## src/rtl/sd_spi_master.sv

```systemverilog
// SPI-mode SD card initiator: a mode-0 byte engine plus a sequencer that frames
// a 6-byte SD command, polls for R1 and clocks out one trailer byte.
module sd_spi_master #(
  parameter int DIV_FAST = 2,
  parameter int DIV_SLOW = 64,
  parameter int R1_TRIES = 8
) (
  input  logic        clk,
  input  logic        reset,
  input  logic        slow,
  input  logic        cs_en,
  input  logic        xfer_start,
  input  logic [7:0]  tx_byte,
  input  logic        cmd_start,
  input  logic [5:0]  cmd_index,
  input  logic [31:0] cmd_arg,
  input  logic [6:0]  cmd_crc,
  input  logic        cs_hold,
  output logic        busy,
  output logic        xfer_done,
  output logic [7:0]  rx_byte,
  output logic        cmd_done,
  output logic [7:0]  r1,
  output logic        timeout,
  output logic        sdCS,
  output logic        sdSCLK,
  output logic        sdMOSI,
  input  logic        sdMISO
);

  localparam int CW = $clog2(DIV_SLOW + 1);
  localparam int PW = $clog2(R1_TRIES + 1);

  localparam logic [1:0] BE_IDLE = 2'd0;
  localparam logic [1:0] BE_LOAD = 2'd1;
  localparam logic [1:0] BE_LOW  = 2'd2;
  localparam logic [1:0] BE_HIGH = 2'd3;

  localparam logic [2:0] S_IDLE = 3'd0;
  localparam logic [2:0] S_XFER = 3'd1;
  localparam logic [2:0] S_SEND = 3'd2;
  localparam logic [2:0] S_POLL = 3'd3;
  localparam logic [2:0] S_FIN  = 3'd4;

  logic [1:0]    be_state_reg;
  logic [CW-1:0] div_reg;
  logic [CW-1:0] cnt_reg;
  logic [3:0]    bit_cnt_reg;
  logic [7:0]    shift_reg;
  logic          sclk_reg;
  logic          mosi_reg;
  logic [7:0]    rx_byte_reg;

  logic [2:0]    seq_state_reg;
  logic [47:0]   frame_reg;
  logic [2:0]    byte_cnt_reg;
  logic [PW-1:0] poll_cnt_reg;
  logic          cs_hold_reg;
  logic          cs_reg;
  logic [7:0]    r1_reg;
  logic          timeout_reg;
  logic          xfer_done_reg;
  logic          cmd_done_reg;

  logic       seq_idle;
  logic       raw_go;
  logic       seq_go;
  logic       be_go;
  logic [7:0] be_tx;
  logic       half_end;
  logic       be_fin;

  // cmd_start has priority over xfer_start in the same idle cycle
  assign seq_idle = (seq_state_reg == S_IDLE);
  assign raw_go   = seq_idle && xfer_start && !cmd_start;
  assign seq_go   = ((seq_state_reg == S_SEND) || (seq_state_reg == S_POLL) ||
                     (seq_state_reg == S_FIN)) && (be_state_reg == BE_IDLE);
  assign be_go    = raw_go || seq_go;
  assign be_tx    = (seq_state_reg == S_SEND) ? frame_reg[47:40] :
                    (seq_idle ? tx_byte : 8'hFF);
  assign half_end = (cnt_reg == div_reg - CW'(1));
  assign be_fin   = (be_state_reg == BE_LOW) && half_end && (bit_cnt_reg == 4'd8);

  // Byte engine: one load cycle, then 8 low/high bit periods and a closing low half
  always_ff @(posedge clk) begin
    if (reset) begin
      be_state_reg <= BE_IDLE;
      div_reg      <= CW'(DIV_FAST);
      cnt_reg      <= '0;
      bit_cnt_reg  <= 4'd0;
      shift_reg    <= 8'hFF;
      sclk_reg     <= 1'b0;
      mosi_reg     <= 1'b1;
      rx_byte_reg  <= 8'hFF;
    end else begin
      case (be_state_reg)
        BE_IDLE: begin
          if (be_go) begin
            shift_reg    <= be_tx;
            mosi_reg     <= be_tx[7];
            div_reg      <= slow ? CW'(DIV_SLOW) : CW'(DIV_FAST);
            cnt_reg      <= '0;
            bit_cnt_reg  <= 4'd0;
            be_state_reg <= BE_LOAD;
          end
        end
        BE_LOAD: begin
          cnt_reg      <= '0;
          be_state_reg <= BE_LOW;
        end
        BE_LOW: begin
          if (half_end) begin
            cnt_reg <= '0;
            if (bit_cnt_reg == 4'd8) begin
              rx_byte_reg  <= shift_reg;
              mosi_reg     <= 1'b1;
              be_state_reg <= BE_IDLE;
            end else begin
              sclk_reg     <= 1'b1;
              shift_reg    <= {shift_reg[6:0], sdMISO};
              bit_cnt_reg  <= bit_cnt_reg + 4'd1;
              be_state_reg <= BE_HIGH;
            end
          end else begin
            cnt_reg <= cnt_reg + CW'(1);
          end
        end
        default: begin
          if (half_end) begin
            cnt_reg      <= '0;
            sclk_reg     <= 1'b0;
            mosi_reg     <= (bit_cnt_reg == 4'd8) ? 1'b1 : shift_reg[7];
            be_state_reg <= BE_LOW;
          end else begin
            cnt_reg <= cnt_reg + CW'(1);
          end
        end
      endcase
    end
  end

  always_ff @(posedge clk) begin
    if (reset) begin
      seq_state_reg <= S_IDLE;
      frame_reg     <= '0;
      byte_cnt_reg  <= 3'd0;
      poll_cnt_reg  <= '0;
      cs_hold_reg   <= 1'b0;
      cs_reg        <= 1'b1;
      r1_reg        <= 8'hFF;
      timeout_reg   <= 1'b0;
      xfer_done_reg <= 1'b0;
      cmd_done_reg  <= 1'b0;
    end else begin
      xfer_done_reg <= 1'b0;
      cmd_done_reg  <= 1'b0;
      case (seq_state_reg)
        S_IDLE: begin
          cs_reg <= ~cs_en;
          if (cmd_start) begin
            frame_reg     <= {2'b01, cmd_index, cmd_arg, cmd_crc, 1'b1};
            cs_hold_reg   <= cs_hold;
            byte_cnt_reg  <= 3'd0;
            poll_cnt_reg  <= '0;
            cs_reg        <= 1'b0;
            seq_state_reg <= S_SEND;
          end else if (xfer_start) begin
            seq_state_reg <= S_XFER;
          end
        end
        S_XFER: begin
          cs_reg <= ~cs_en;
          if (be_fin) begin
            xfer_done_reg <= 1'b1;
            seq_state_reg <= S_IDLE;
          end
        end
        S_SEND: begin
          cs_reg <= 1'b0;
          if (be_fin) begin
            frame_reg <= {frame_reg[39:0], 8'h00};
            if (byte_cnt_reg == 3'd5) begin
              seq_state_reg <= S_POLL;
            end else begin
              byte_cnt_reg <= byte_cnt_reg + 3'd1;
            end
          end
        end
        S_POLL: begin
          cs_reg <= 1'b0;
          if (be_fin) begin
            // A valid R1 always has its MSB clear; 0xFF means the card is still busy
            if (!shift_reg[7]) begin
              r1_reg        <= shift_reg;
              timeout_reg   <= 1'b0;
              seq_state_reg <= S_FIN;
            end else if (poll_cnt_reg == PW'(R1_TRIES - 1)) begin
              r1_reg        <= 8'hFF;
              timeout_reg   <= 1'b1;
              seq_state_reg <= S_FIN;
            end else begin
              poll_cnt_reg <= poll_cnt_reg + PW'(1);
            end
          end
        end
        S_FIN: begin
          cs_reg <= 1'b0;
          if (be_fin) begin
            cmd_done_reg  <= 1'b1;
            cs_reg        <= ~cs_hold_reg;
            seq_state_reg <= S_IDLE;
          end
        end
        default: begin
          seq_state_reg <= S_IDLE;
        end
      endcase
    end
  end

  assign busy      = !seq_idle;
  assign xfer_done = xfer_done_reg;
  assign rx_byte   = rx_byte_reg;
  assign cmd_done  = cmd_done_reg;
  assign r1        = r1_reg;
  assign timeout   = timeout_reg;
  assign sdCS      = cs_reg;
  assign sdSCLK    = sclk_reg;
  assign sdMOSI    = mosi_reg;

endmodule
```

## config.mk

```make
export PLATFORM = sky130hd
export DESIGN_NAME = sd_spi_master
export DESIGN_NICKNAME = d
export VERILOG_FILES = /design/src/rtl/sd_spi_master.sv
export SDC_FILE = /design/constraint.sdc
export NUM_CORES = 1
export LEC_CHECK = 0
export CORE_MARGIN = 4
export CORE_UTILIZATION = 35
export DETAILED_ROUTE_END_ITERATION = 8
export HOLD_SLACK_MARGIN = 0.02
export PLACE_DENSITY = 0.66
export SLEW_MARGIN = 0
export SYNTH_ARGS = -nofsm -noshare
export SYNTH_HDL_FRONTEND = slang
export SYNTH_SLANG_ARGS = --single-unit
```

## constraint.sdc

```tcl
create_clock -name clk -period 2.45 [get_ports clk]
set_clock_uncertainty 0.1 [all_clocks]
set_input_delay 0.6125 -clock clk [delete_from_list [all_inputs] [get_ports clk]]
set_output_delay 0.6125 -clock clk [all_outputs]
set_load 0.05 [all_outputs]
```

# Word-level counts from Yosys, hierarchy flattened
# Cells that the tools add are included.
# Widths: inputs -> output; s select.
[totals]
register_bits = 109
in_bits = 61
wordCells = 147
[classes]
add_sub_neg = 5
n_eq_ne = 25
n_mux = 58
bitwise_logic = 6
n_reduce_logical = 35
[ops]
columns = ["cell", "count"]
rows = [
  ["$mux 48", 2],
  ["$pmux 48 s2", 1],
  ["$mux 8", 7],
  ["$mux 3", 11],
  ["$mux 4", 7],
  ["$mux 7", 3],
  ["$ne 2x2->1 const B", 9],
  ["$pmux 4 s2", 2],
  ["$pmux 8 s2", 1],
  ["$reduce_and 3->1", 5],
  ["$pmux 7 s2", 1],
  ["$mux 1", 13],
  ["$pmux 3 s4", 1],
  ["$reduce_and 5->1", 2],
  ["$reduce_or 2->1", 5],
  ["$add 4x1->4 const B", 2],
  ["$mux 2", 4],
  ["$ne 2x1->1 const B", 4],
  ["$reduce_and 4->1", 2],
  ["$reduce_bool 2->1", 4],
  ["$add 7x1->7 const B", 1],
  ["$eq 7x7->1", 1],
  ["$sub 7x1->7 const B", 1],
  ["$eq 3x2->1 const B", 2],
  ["other kinds (24)", 38],
]

# Longest topological paths before layout
[depth]
depth_word = 7
ltp_mapped = 10
mapped_depth_nobuf = 7

# Worst setup path after synthesis
# OpenSTA, ideal clock, no wires.
[synth_timing]
path_kind = "register -> register"
start = "register seq_state_reg[0]"
end = "register seq_state_reg[0]"
setup_ns = 0.072
arrival_ns = 2.203
required_time_ns = 2.278
setup_slack_ns = 0.075
stages_incl_launch_ff = 7
n_path_buf = 1
period_less_slack_ns = 2.375
path_cell_list = "dfxtp_1 -> clkbuf_1 -> nor3_1 -> clkinv_1 -> o311a_1 -> a31oi_1 -> mux2i_1"
[synth_via]
elab_chain_len = 4
[synth_lines]
columns = ["element", "line_no", "text"]
rows = [
  ["from (decl)", "54", "logic [2:0] seq_state_reg;"],
  ["from (signal assigned)", "144", "seq_state_reg <= S_IDLE;"],
  ["from (signal assigned)", "166", "seq_state_reg <= S_SEND;"],
  ["from (signal assigned)", "168", "seq_state_reg <= S_XFER;"],
  ["$eq 3x3->1 / $eq 3x1->1 (equally long branches)", "157", "case (seq_state_reg)"],
  ["$reduce_or 2->1 (no source line)", "-", ""],
  ["$ne 2x1->1 (no source line)", "-", ""],
  ["$reduce_and 6->1 (no source line)", "-", ""],
]
# Several ways; a longest one is shown, not always the timed one.
# A chain may end at the register's enable or synchronous reset.

# Final worst setup path
[layout_timing]
start = "register cnt_reg[2]"
end = "register rx_byte_reg[3] (netlist: rx_byte[3])"
[layout_via]
elab_chain_len = 2
[layout_lines]
columns = ["element", "line_no", "text"]
rows = [
  ["from (decl)", "47", "logic [CW-1:0] cnt_reg;"],
  ["from (signal assigned)", "125", "cnt_reg <= cnt_reg + CW'(1);"],
  ["from (signal assigned)", "135", "cnt_reg <= cnt_reg + CW'(1);"],
  ["$eq 7x7->1", "81", "assign half_end = (cnt_reg == div_reg - CW'(1));"],
  ["$reduce_and 3->1 (no source line)", "-", ""],
  ["to (signal assigned)", "115", "rx_byte_reg <= shift_reg;"],
  ["to (decl)", "52", "logic [7:0] rx_byte_reg;"],
]
# No other way between the ends.

==> run_results.csv <==
group,metric,value,unit
routing,routed_wirelength,13300,um
logic_synthesis,synth_cell_types,54,
logic_synthesis,seq_area_frac_synth,42.2,%
routing,drc,0,
finish,final_nets,694,
setup_path,r2r_cells,7,
routing,first_pass_iters,5,
die,ios,84,
sta,fin_crit,2.29,ns
logic_synthesis,ys_ff_latch,104,
sta,holdWs,0.362,ns
setup_path,start_kind,"flip-flop",
setup_path,crit_start,"cnt_reg[2]",
grt,grt_pass1_wl,21800,um
logic_synthesis,synth.net_count,613,
finish,final_common_cell,"dfxtp_1",
finish,areaGrowthSynthToFinish,29.8,%
sta,rsz0062_at_grt,"false",
place,placed_cell_area,0.00609,mm2
routing,postRouteAntennaNets,0,
logic_synthesis,avgSynthCellArea,9.03,um2
setup_path,cp_max_fo,10,
finish,largest_register_ff_count,48,
sta,tightest_slew,0.696,ns
sta,hold_viol,0,
grt,grt_pass1_vias,4409,
setup_path,cp-end-kind,"flip-flop",
setup_path,worstReg2RegStart,"cnt_reg[2]",
clock_network,clock_tree.root_cell,"clkbuf_16",
place,port_buffers,83,
die,coreArea,0.0138,mm2
die,fp.dieArea,0.0160,mm2
setup_path,cp.required,2.58,ns
min_path,hp-class,"reg -> reg",
setup_path,worstPathArrival,2.41,ns
outcome,outcome,"complete, no violations",
clock_network,htree_levels,3,
die,die_w,127,um
sta,slew_viol_final,0,
sta,fmax,437,MHz
job,max_cap_violations,0,
place,gp_congestion,0.820,
grt,track_usage,16.4,%
setup_path,regToRegEndpoint,"rx_byte[3]",
power,total_leakage_power,0.00223,uW
setup_path,worstSetupPathType,"reg -> reg",
logic_synthesis,synthArstFlopShare,0,%
finish,finalInstanceArea,0.00640,mm2
routing,vias,4486,
die,start_util,35.7,%
place,hpwl,9240,um
clock_network,clk_path_buf_depth,2,
grt,antenna_found_initial,1,
routing,wl_per_cell,16.4,um
clock_network,numCtsBuffers,9,
finish,antenna_cells,0,
logic_synthesis,ys_warn_count,0,
routing,via_per_inst,5.53,
logic_synthesis,synth_area,0.00493,mm2
clock_network,hold_buffers,0,
clock_network,cts.sinks,104,
min_path,whs_endpoint,"timeout",
logic_synthesis,syn_inst,546,
power,p_total,6290,uW
die,num_rows,43,
sta,period_share,93.4,%
die,fp.dieH,127,um
sta,setup_viol,0,
logic_synthesis,synth_edf_count,0,
min_path,hold_depth,2,
finish,drive_above_1_share,10.3,%
clock_network,cts_tree,"built",
clock_network,clk-insertion-delay-late,0.35,ns
finish,nFillCells,1295,
clock_network,clkTransAtPathRegs,0.07,ns
logic_synthesis,synth-main-ff-cell,"dfxtp_1",
setup_path,worst-r2r-setup-slack,0.16,ns
min_path,worstHoldStart,"timeout",
power,powerDensity,982,mW/mm2
grt,grt_max_degree,93,
grt,overflow,0,
routing,drtIter0Drc,326,
sta,relSlewSlack,53.1,%
finish,final_cell_mix,"dfxtp_1, clkdlybuf4s50_1, nor3_1",
power,ir_worst_vdd,400,uV
[per-stage QoR]
step | instances | utilization (%) | TNS [ns] | setup slack, ns
after global routing | 811 | 46.3 | 0 | 0.00941
after global placement | 794 | 44.1 | -0.0400 | -0.0291
after floorplan | 546 | - | 0 | 0.0754
after CTS | 809 | 46.1 | 0 | 0.0823
after detailed placement | 794 | 44.1 | -0.444 | -0.0999
final | 811 | 46.3 | 0 | 0.162
[Yosys cell counts (all sizes together) (2+ instances only)]
library cell / count / area share, %
and2: 3 / 0.38
nand4: 4 / 0.51
nand2: 49 / 3.7
dfxtp: 104 / 42
inv: 8 / 0.61
a21o: 2 / 0.30
xnor2: 3 / 0.53
or4: 2 / 0.30
ha: 6 / 1.5
nand2b: 4 / 0.51
nor2b: 4 / 0.51
a21oi: 32 / 3.2
clkbuf: 30 / 2.3
nand4b: 3 / 0.53
a31oi: 4 / 0.51
o221ai: 8 / 1.4
o21ai: 15 / 1.6
o31ai: 2 / 0.30
buf: 16 / 2.0
a211o: 4 / 0.71
nor2: 19 / 1.4
nand3b: 5 / 0.84
a2111oi: 3 / 1.0
o41ai: 2 / 0.36
or3: 4 / 0.51
nor3: 61 / 6.2
nor4: 2 / 0.38
and3b: 3 / 0.53
and3: 8 / 1.0
o211ai: 3 / 0.46
a31o: 2 / 0.36
a211oi: 48 / 7.8
nand3: 15 / 1.6
mux2i: 58 / 12
[timing repair]
item / 4_1_cts / 5_1_grt
resized for setup: 0 / 1
endpoints found under the setup margin: 0 / 20
buffers inserted: 0 / 2
[power breakdown]
part / total (uW) / switching (uW) / internal (uW)
combinational: 2540 / 1390 / 1150
sequential: 2360 / 308 / 2050
clock: 1390 / 618 / 768
total: 6290 / 2320 / 3970
[how the worst max path moves through the flow]
stage | end | slack [ns] | depth (start not counted)
final | rx_byte[3] | 0.16 | 7
after detailed placement | cnt_reg[1] | -0.1 | 8
after global placement | cnt_reg[6] | -0.03 | 6
after global routing | rx_byte[6] | 0.009 | 7
after CTS | frame_reg[10] | 0.08 | 8
after floorplan | seq_state_reg[0] | 0.08 | 6
[worst max-delay path, stage by stage, from the launching register on]
cell	delay, ns
dfxtp_1	0.37
nor4_2	0.35
nand3b_2	0.28
buf_4	0.25
a211oi_2	0.26
buf_4	0.27
mux2i_1	0.21
nand2_1	0.08
[final cells by class]
class                           count  area, um2  share of cell area [%]
Clock inverter                      2       13.8                   0.215
Timing Repair Buffer              116       1150                    17.9
Clock buffer                       13        270                    4.22
Inverter                            9       33.8                   0.528
Multi-Input combinational cell    387       2630                    41.1
Sequential cell                   104       2080                    32.5
Tap cell                          180        225                    3.52
[kinds of logic (layout without fill, tap and decap cells)]
kind of cell / count (synthesis) / after routing / synth area share, %
simple gates: 188 / 188 / 19.4
mux: 58 / 58 / 11.8
xor+xnor: 4 / 4 / 1.02
buf+inv: 55 / 140 / 4.95
flops: 104 / 104 / 42.2
fa+ha+maj: 6 / 6 / 1.52
compound gates: 131 / 131 / 19.1
[metal layers]
layer | vias to the layer above | global-route usage, % | routed length [um]
met5 | - | 0 | 14
met4 | 2 | 3.79 | 231
met3 | 24 | 4.80 | 807
met2 | 154 | 27.7 | 6450
met1 | 2123 | 20.7 | 5800
li1 | 2183 | - | -
Note: power is estimated with default switching activity, not from simulation.
